File: src/rtl/icache_direct.sv
// Direct-mapped read-only instruction cache; ICACHE_PERF_EN adds perf_hit/perf_miss counters.
// Latency: hit 2 cycles after request, miss 2 + burst + 2; fetch holds ireq, refill advances on cresp.ready.

typedef enum logic [2:0] {
    MSIZE1 = 3'd0,
    MSIZE2 = 3'd1,
    MSIZE4 = 3'd2,
    MSIZE8 = 3'd3
} msize_t;

typedef enum logic [1:0] {
    BURST_FIXED = 2'd0,
    BURST_INCR  = 2'd1,
    BURST_WRAP  = 2'd2
} burst_t;

typedef struct packed {
    logic        valid;
    logic [63:0] addr;
} ibus_req_t;

typedef struct packed {
    logic        addr_ok;
    logic        data_ok;
    logic [31:0] data;
} ibus_resp_t;

typedef struct packed {
    logic        valid;
    logic        is_write;
    msize_t      size;
    logic [63:0] addr;
    logic [7:0]  strobe;
    logic [63:0] data;
    logic [7:0]  len;
    burst_t      burst;
} cbus_req_t;

typedef struct packed {
    logic        ready;
    logic        last;
    logic [63:0] data;
} cbus_resp_t;

module icache_direct #(
    parameter int NUM_LINES  = 16,
    parameter int LINE_BEATS = 4
) (
    input  logic       clk,
    input  logic       rst,
    input  ibus_req_t  ireq,
    output ibus_resp_t iresp,
    output cbus_req_t  creq,
    input  cbus_resp_t cresp,
    input  logic       flush,
    output logic       flush_busy
`ifdef ICACHE_PERF_EN
    ,
    output logic [63:0] perf_hit,
    output logic [63:0] perf_miss
`endif
);

    localparam int OFS_W = $clog2(8 * LINE_BEATS);
    localparam int IDX_W = $clog2(NUM_LINES);
    localparam int TAG_W = 64 - OFS_W - IDX_W;
    localparam int CNT_W = (LINE_BEATS > 1) ? $clog2(LINE_BEATS) : 1;

    typedef enum logic [1:0] {
        IDLE,
        LOOKUP,
        REFILL,
        RESP
    } state_t;

    state_t state, state_n;

    logic [63:0]          lat_addr;
    logic [NUM_LINES-1:0] valid_q;
    logic [TAG_W-1:0]     tag_mem  [NUM_LINES];
    logic [63:0]          data_mem [NUM_LINES][LINE_BEATS];
    logic [CNT_W-1:0]     beat_cnt;
    logic                 flush_pend;

    logic [IDX_W-1:0] idx;
    logic [TAG_W-1:0] tag;
    logic [CNT_W-1:0] beat_sel;
    logic [63:0]      sel_beat;
    logic [31:0]      sel_word;
    logic             line_hit;
    logic             same_req;
    logic             beat_take;
    logic             flush_req;

    logic clear_all;
    logic take_req;
    logic hit_now;
    logic miss_now;
    logic fill_done;

    // Everything after the request is latched works off lat_addr, so a
    // redirected ireq can never corrupt an in-flight refill.
    assign idx       = lat_addr[OFS_W +: IDX_W];
    assign tag       = lat_addr[63 -: TAG_W];
    assign beat_sel  = (LINE_BEATS > 1) ? lat_addr[3 +: CNT_W] : '0;
    assign sel_beat  = data_mem[idx][beat_sel];
    assign sel_word  = lat_addr[2] ? sel_beat[63:32] : sel_beat[31:0];
    assign line_hit  = valid_q[idx] && (tag_mem[idx] == tag);
    assign same_req  = ireq.valid && (ireq.addr == lat_addr);
    assign beat_take = (state == REFILL) && cresp.ready;
    assign flush_req = flush | flush_pend;
    assign flush_busy = flush_req;

    always_ff @(posedge clk or posedge rst) begin
        if (rst) begin
            state <= IDLE;
        end else begin
            state <= state_n;
        end
    end

    always_comb begin
        state_n   = state;
        clear_all = 1'b0;
        take_req  = 1'b0;
        hit_now   = 1'b0;
        miss_now  = 1'b0;
        fill_done = 1'b0;
        case (state)
            IDLE: begin
                if (flush_req) begin
                    clear_all = 1'b1;
                end else if (ireq.valid) begin
                    take_req = 1'b1;
                    state_n  = LOOKUP;
                end
            end
            LOOKUP: begin
                if (!same_req) begin
                    state_n = IDLE;
                end else if (line_hit) begin
                    hit_now = 1'b1;
                    state_n = RESP;
                end else begin
                    miss_now = 1'b1;
                    state_n  = REFILL;
                end
            end
            REFILL: begin
                if (beat_take && cresp.last) begin
                    fill_done = 1'b1;
                    state_n   = LOOKUP;
                end
            end
            RESP: begin
                state_n = IDLE;
            end
            default: begin
                state_n = IDLE;
            end
        endcase
    end

    always_ff @(posedge clk or posedge rst) begin
        if (rst) begin
            lat_addr   <= '0;
            valid_q    <= '0;
            beat_cnt   <= '0;
            flush_pend <= 1'b0;
            iresp      <= '0;
        end else begin
            if (take_req) begin
                lat_addr <= ireq.addr;
            end
            if (clear_all) begin
                valid_q <= '0;
            end else if (fill_done) begin
                valid_q[idx] <= 1'b1;
            end
            // A pulse landing on the clearing cycle is covered by that clear.
            if (clear_all) begin
                flush_pend <= 1'b0;
            end else if (flush) begin
                flush_pend <= 1'b1;
            end
            if (miss_now) begin
                beat_cnt <= '0;
            end else if (beat_take) begin
                beat_cnt <= beat_cnt + 1'b1;
            end
            iresp <= '0;
            if (hit_now) begin
                iresp.addr_ok <= 1'b1;
                iresp.data_ok <= 1'b1;
                iresp.data    <= sel_word;
            end
        end
    end

    always_ff @(posedge clk) begin
        if (beat_take) begin
            data_mem[idx][beat_cnt] <= cresp.data;
        end
        if (fill_done) begin
            tag_mem[idx] <= tag;
        end
    end

    always_comb begin
        creq          = '0;
        creq.valid    = (state == REFILL);
        creq.is_write = 1'b0;
        creq.size     = MSIZE8;
        creq.addr     = {lat_addr[63:OFS_W], {OFS_W{1'b0}}};
        creq.strobe   = '0;
        creq.data     = '0;
        creq.len      = 8'(LINE_BEATS - 1);
        creq.burst    = BURST_INCR;
    end

`ifdef ICACHE_PERF_EN
    always_ff @(posedge clk or posedge rst) begin
        if (rst) begin
            perf_hit  <= '0;
            perf_miss <= '0;
        end else begin
            if (hit_now) begin
                perf_hit <= perf_hit + 64'd1;
            end
            if (miss_now) begin
                perf_miss <= perf_miss + 64'd1;
            end
        end
    end
`endif

endmodule

File: config.mk
export PLATFORM = sky130hd
export DESIGN_NAME = icache_direct
export DESIGN_NICKNAME = d
export VERILOG_FILES = /design/src/rtl/icache_direct.sv
export SDC_FILE = /design/constraint.sdc
export NUM_CORES = 2
export LEC_CHECK = 0
export BUFFER_PORTS_ARGS = -buffer_cell sky130_fd_sc_hd__buf_2
export CELL_PAD_IN_SITES_DETAIL_PLACEMENT = 1
export CELL_PAD_IN_SITES_GLOBAL_PLACEMENT = 2
export CORE_ASPECT_RATIO = 1.5
export CORE_MARGIN = 1.5
export CORE_UTILIZATION = 51
export CTS_CLUSTER_DIAMETER = 30
export CTS_CLUSTER_SIZE = 8
export DETAILED_ROUTE_END_ITERATION = 6
export GPL_ROUTABILITY_DRIVEN = 1
export GPL_TIMING_DRIVEN = 0
export PLACE_DENSITY_LB_ADDON = 0.1
export SYNTH_ARGS = -nofsm -noshare
export SYNTH_HDL_FRONTEND = slang
export SYNTH_MEMORY_MAX_BITS = 65536
export SYNTH_SLANG_ARGS = --single-unit
File: constraint.sdc
create_clock -name clk -period 5.75 [get_ports clk]
set_input_delay 0 -clock clk [delete_from_list [all_inputs] [get_ports clk]]
set_output_delay 0 -clock clk [all_outputs]
set_load 0.005 [all_outputs]
## Yosys cells after proc, flatten, opt, wreduce, memory -nomap -nowiden

Memories as Yosys holds them, arrays and structs flattened.
Cells that the tools add are included.

| word-level totals | value |
|---|---|
| memories kept | 2 |
| bits in writable memories | 4976 |
| register bits | 119 |
| output and inout bits | 186 |

Memory list:

| memory | words | width | read ports | clocked after Yosys merged registers in | wr ports | RTL line | source |
|---|---|---|---|---|---|---|---|
| data_mem | 16 | 256 | 1 | 0 | 1 | 81 | `logic [63:0] data_mem [NUM_LINES][LINE_BEATS];` |
| tag_mem | 16 | 55 | 1 | 0 | 1 | 80 | `logic [TAG_W-1:0] tag_mem [NUM_LINES];` |

| operators by class | value |
|---|---|
| bitwise gates (word level) | 4 |
| order comparisons | 5 |
| mux-type cells | 40 |
| eq/ne operators | 8 |
| $add $sub $neg | 1 |
| reduce and logical (&&, ||, !) cells | 11 |

Operators by type and width:

| cell | count |
|---|---|
| 256-bit 2-to-1 mux | 1 |
| 64-bit 2-to-1 mux | 3 |
| 64-bit binary-select mux with 2-bit select | 1 |
| 64-bit demux with 2-bit select | 1 |
| 64-bit equality test | 1 |
| 55-bit equality test | 1 |
| 34-bit 2-to-1 mux | 1 |
| 16-bit 2-to-1 mux | 2 |
| 32-bit 2-to-1 mux | 1 |
| 1-bit 2-to-1 mux | 21 |
| 16-bit bitwise OR | 1 |
| 2-bit 2-to-1 mux | 6 |
| 2-bit case mux with 4 select lines | 1 |
| 3-bit greater-or-equal comparator (second input constant) | 2 |
| 1-bit logical AND | 6 |
| 2-bit NOT with 3-bit output | 2 |
| 2-bit nonzero test | 3 |
| 4-bit by 5-bit less-than comparator with 1-bit output (second input constant) | 1 |
| 1-bit binary-select mux with 4-bit select | 1 |
| 1-bit demux with 4-bit select | 1 |
| 2-bit equality test (second input constant) | 2 |
| 4-bit by 1-bit greater-or-equal comparator with 1-bit output (second input constant) | 1 |
| 2-bit != test (second input constant) | 2 |
| 3-bit by 1-bit less-than comparator with 1-bit output (second input constant) | 1 |
| 6 further kinds | 6 |

## Depth between registers and ports, before layout

| depth | value |
|---|---|
| depth in word-level cells | 7 |
| mapped depth | 16 |
| mapped depth without buffers | 9 |

## Worst setup path before layout

OpenSTA, ideal clock, no wires.

| timing | value |
|---|---|
| kind | reg2reg |
| from | register lat_addr[6] |
| to | memory data_mem[11][0] in the netlist's numbering, enable pin |
| cell stages (with the launch flop) | 10 |
| buffers on the path | 6 |
| setup slack | 0.515 ns |
| data required time | 5.263 ns |
| data arrival time | 4.748 ns |
| cells stage by stage | dfrtp_1 clkbuf_1 buf_2 buf_2 buf_2 buf_2 clkbuf_1 nor2b_1 nand3_1 nor2_1 |

RTL lines:

| what | RTL line | source |
|---|---|---|
| start: declaration | 78 | `logic [63:0] lat_addr;` |
| start signal: assignment | 173 | `lat_addr <= ireq.addr;` |
| end: declaration | 81 |  |

Straight into the memory's write port.

## Final worst setup path

| timing | value |
|---|---|
| from | register lat_addr[7] |
| to | register iresp[26] in the netlist's numbering |

| on the way | value |
|---|---|
| longest elaborated chain between the ends | 7 |
| elaborated cells between the ends (all ways) | 16 |
| those cells by class | eq/ne: 2; mux: 10; reduce/logical: 2; memory: 2 |

RTL lines:

| what | RTL line | source |
|---|---|---|
| memory read 16 x 55 bit or 1-bit binary-select mux with 4-bit select (tied branches) | - |  |
| 55-bit equality test or 1-bit 2-to-1 mux (tied branches) | 108 | `assign line_hit = valid_q[idx] && (tag_mem[idx] == tag);` |
| 1-bit logical AND | 108 |  |
| 1-bit 2-to-1 mux | 141 | `end else if (line_hit) begin` |
| 1-bit 2-to-1 mux | 139 | `if (!same_req) begin` |
| 1-bit 2-to-1 mux | 129 | `case (state)` |
| 34-bit 2-to-1 mux (*) | 192 | `if (hit_now) begin` |
| end: declaration | 52 | `output ibus_resp_t iresp,` |

Every way passes the cells marked *; elsewhere a longest branch is shown, timed or not. The select of a mux whose other input is x is not followed.
A chain may end at the register's enable or synchronous reset.

==> metrics <==
Synth Area per Inst=24.2 sq um; synth warn=0; Antenna Nets Post-Route=0; Int Power=73.6 mW; Comb power frac=15.6%; post-layout min period=5.96 ns; I/O pins=320; Final period util=104%; Routed WL per cell=46.5 um; vias post-DR=103669; Cells after DPL=13814; Setup WS pre-CTS=-1.59 ns; type of the worst min-delay path=in -> reg; cell leakage power=77.1 nW; Mapped Area=197000 sq um; Total Routing Usage GR=36.9%; Residual DRC=0; failing checks=max-capacitance violations, max-slew violations, negative setup slack; met2 wire length=338000 um; max layer used=met5; WL met1=235000 um; Seq pwr share=41.9%; clk_skew=0.0478 ns; row count=279; maximum number of pins on one net before global-route repair=65; fmax=168 MHz; post-synthesis async set-or-reset flop share=2.32%; Max-Cap Viols=2; switching part of the total=26.4%; Starting DRT DRC Count=14846; Clock transition at path regs=0.05 ns; Primary FF master, synth=edfxtp_1; crit end category=flip-flop; Routed WL=709000 um; first-pass iteration count of the detailed router=6; CTS HTree Levels=6; Worst EP required=6.61 ns; # port buffers=228; vias in the first global route=106922; Post-Layout Cell Count=15262; top-count cell post-synth=edfxtp_1; initial antenna violation count=45; Chip Width=510 um; layout cells sized above 1=35.7%; worst endpoint data arrival time=6.81 ns; NetSw=26.4 mW; TritonCTS clock tree=done; worst vdd ir=0.325 mV; TritonCTS Buffers=788; final hold vios=0; met3 wire len=70700 um; initial core utilization=51.1%; final setup margin=-0.206 ns; outcome=finished, violations left; Longest Clk Path Bufs=4; Final Wtd Congestion=0.927; post-synthesis sequential area ratio=77.5%; Synth top area share=76.0%; core area=384000 sq um; first-pass GRT wire length=943000 um; synthesized instance count=8108; HPWL after DPL=482000 um; Fin Hold WS=0.0267 ns; Synth area leaders=edfxtp_1 (76%), mux4_2 (17%), dfrtp_1 (1.5%); Max Fanout on Critical Path=10; Slew @ Worst Pin=1.63 ns; synth cell count leaders=edfxtp_1 (4976), mux4_2 (1490), mux2i_1 (219); Synth-to-Final Area Change=20.8%; post-synth cell types=70; Startpoint Class=flip-flop; Die Y=763 um; Via density=6.79; flops & latches, synth=5094; Final setup viols=72; Clk pwr share=42.5%; CTS Root Cell=clkbuf_16; Final #Nets=9922; RSZ-0062 raised after global routing=false; Relative slew margins=-8.42%; Max Slew Vio Count=32; worst skew pair latency=1.05 ns; final setup TNS=-4.81 ns; die area=389000 sq um; Post-synth EDFFs=4976; Pwr Density=421 nW/um^2; CTS sink count=5094; Crit Path Class=reg -> reg; gr ovfl total=0; Tot Pwr=100 mW; Yosys top cell by area=edfxtp_1
## flip-flops by register name (all words and copies together), names as in the netlist
signal	flops
beat_cnt	2
tag_mem	880
valid_q	16
data_mem	4096
state	2
flush_pend	1
iresp	33
lat_addr	64
## area by class of cell
cell class	instances	area, sq um
sequential	5094	152000
clock inverter	183	1650
antenna	44	110
clock buffer	983	21100
multi-input combinational	2511	41900
tap	5058	6330
inverter	27	106
timing repair buffer	799	10400
buffer	563	3420
fill	30410	147000
## power by group through the flow
stage | registers (mW) | clock network (mW) | logic (mW)
2_1_floorplan | 42.2 | 0 | 8.21
3_3_place_gp | 42.6 | 0 | 14.7
3_5_place_dp | 42.6 | 0 | 15.1
4_1_cts | 42.0 | 42.7 | 15.4
5_1_grt | 41.9 | 44.0 | 15.8
6_report | 42.0 | 42.5 | 15.6
## critical path: stages, from the launching register on
cell	delay, ns
dfrtp_1	0.35
clkbuf_2	0.61
inv_1	0.55
nor2_1	1.19
o221ai_1	0.69
o211ai_1	0.34
nand4_1	0.49
nor4_4	0.39
buf_4	0.24
nand4b_4	0.22
buf_6	0.24
nor2_2	0.41
## layout by cell type (no fill, tap or decap), drive strengths merged, types with 50 or more instances in the layout
cell,n
edfxtp,4976
mux4,1500
clkbuf,1140
buf,992
mux2i,219
dlygate4sd3,203
nor2,142
clkinv,126
dfrtp,118
conb,91
xnor2,87
mux2,76
nand2,58
a22oi,50
## routing by layer
| metal | global-route usage, % | vias to the layer above |
|---|---|---|
| met3 | 8.71 | 1957 |
| li1 | - | 38007 |
| met1 | 44.5 | 56285 |
| met2 | 57.8 | 7396 |
| met5 | 0 | - |
| met4 | 28.2 | 24 |
## metrics by stage
stage	area, sq um	utilization [%]
floorplan	197000	-
global placement	204000	53.2
detailed placement	212000	55.1
CTS	237000	61.7
global route	237000	61.8
finish	237000	61.8
## logic make-up (layout without fill, tap and decap cells)
group	after synthesis	in the layout	synth area share [%]
compound gates	207	207	0.767
xor+xnor	126	126	0.561
fa+ha+maj	4	4	0.0255
flops	5094	5094	77.5
other cells	2	135	0.00382
buf+inv	592	2555	1.69
mux	1795	1795	18.8
simple gates	288	288	0.685
## worst paths after layout
kind,cells past startpoint,to,start,slack (ns)
setup reg to reg,11,iresp[26],lat_addr[7],-0.21
max in group asynchronous,5,lat_addr[55],rst,4.71
min in group asynchronous,4,lat_addr[62],rst,0.20
setup / recovery,11,iresp[26],lat_addr[7],-0.21
hold / removal,2,data_mem[8][35],cresp[35],0.03
hold reg to reg,1,valid_q[6],valid_q[6],0.48
## timing repair
item / in CTS / in global routing
setup endpoints to repair: 755 / 571
setup buffers: 20 / 13
gates resized for setup: 56 / 23
hold buffers: 203 / 0
hold endpoints to repair: 4251 / 0
pin swaps: 15 / 6
(Power assumes the default switching activity.)
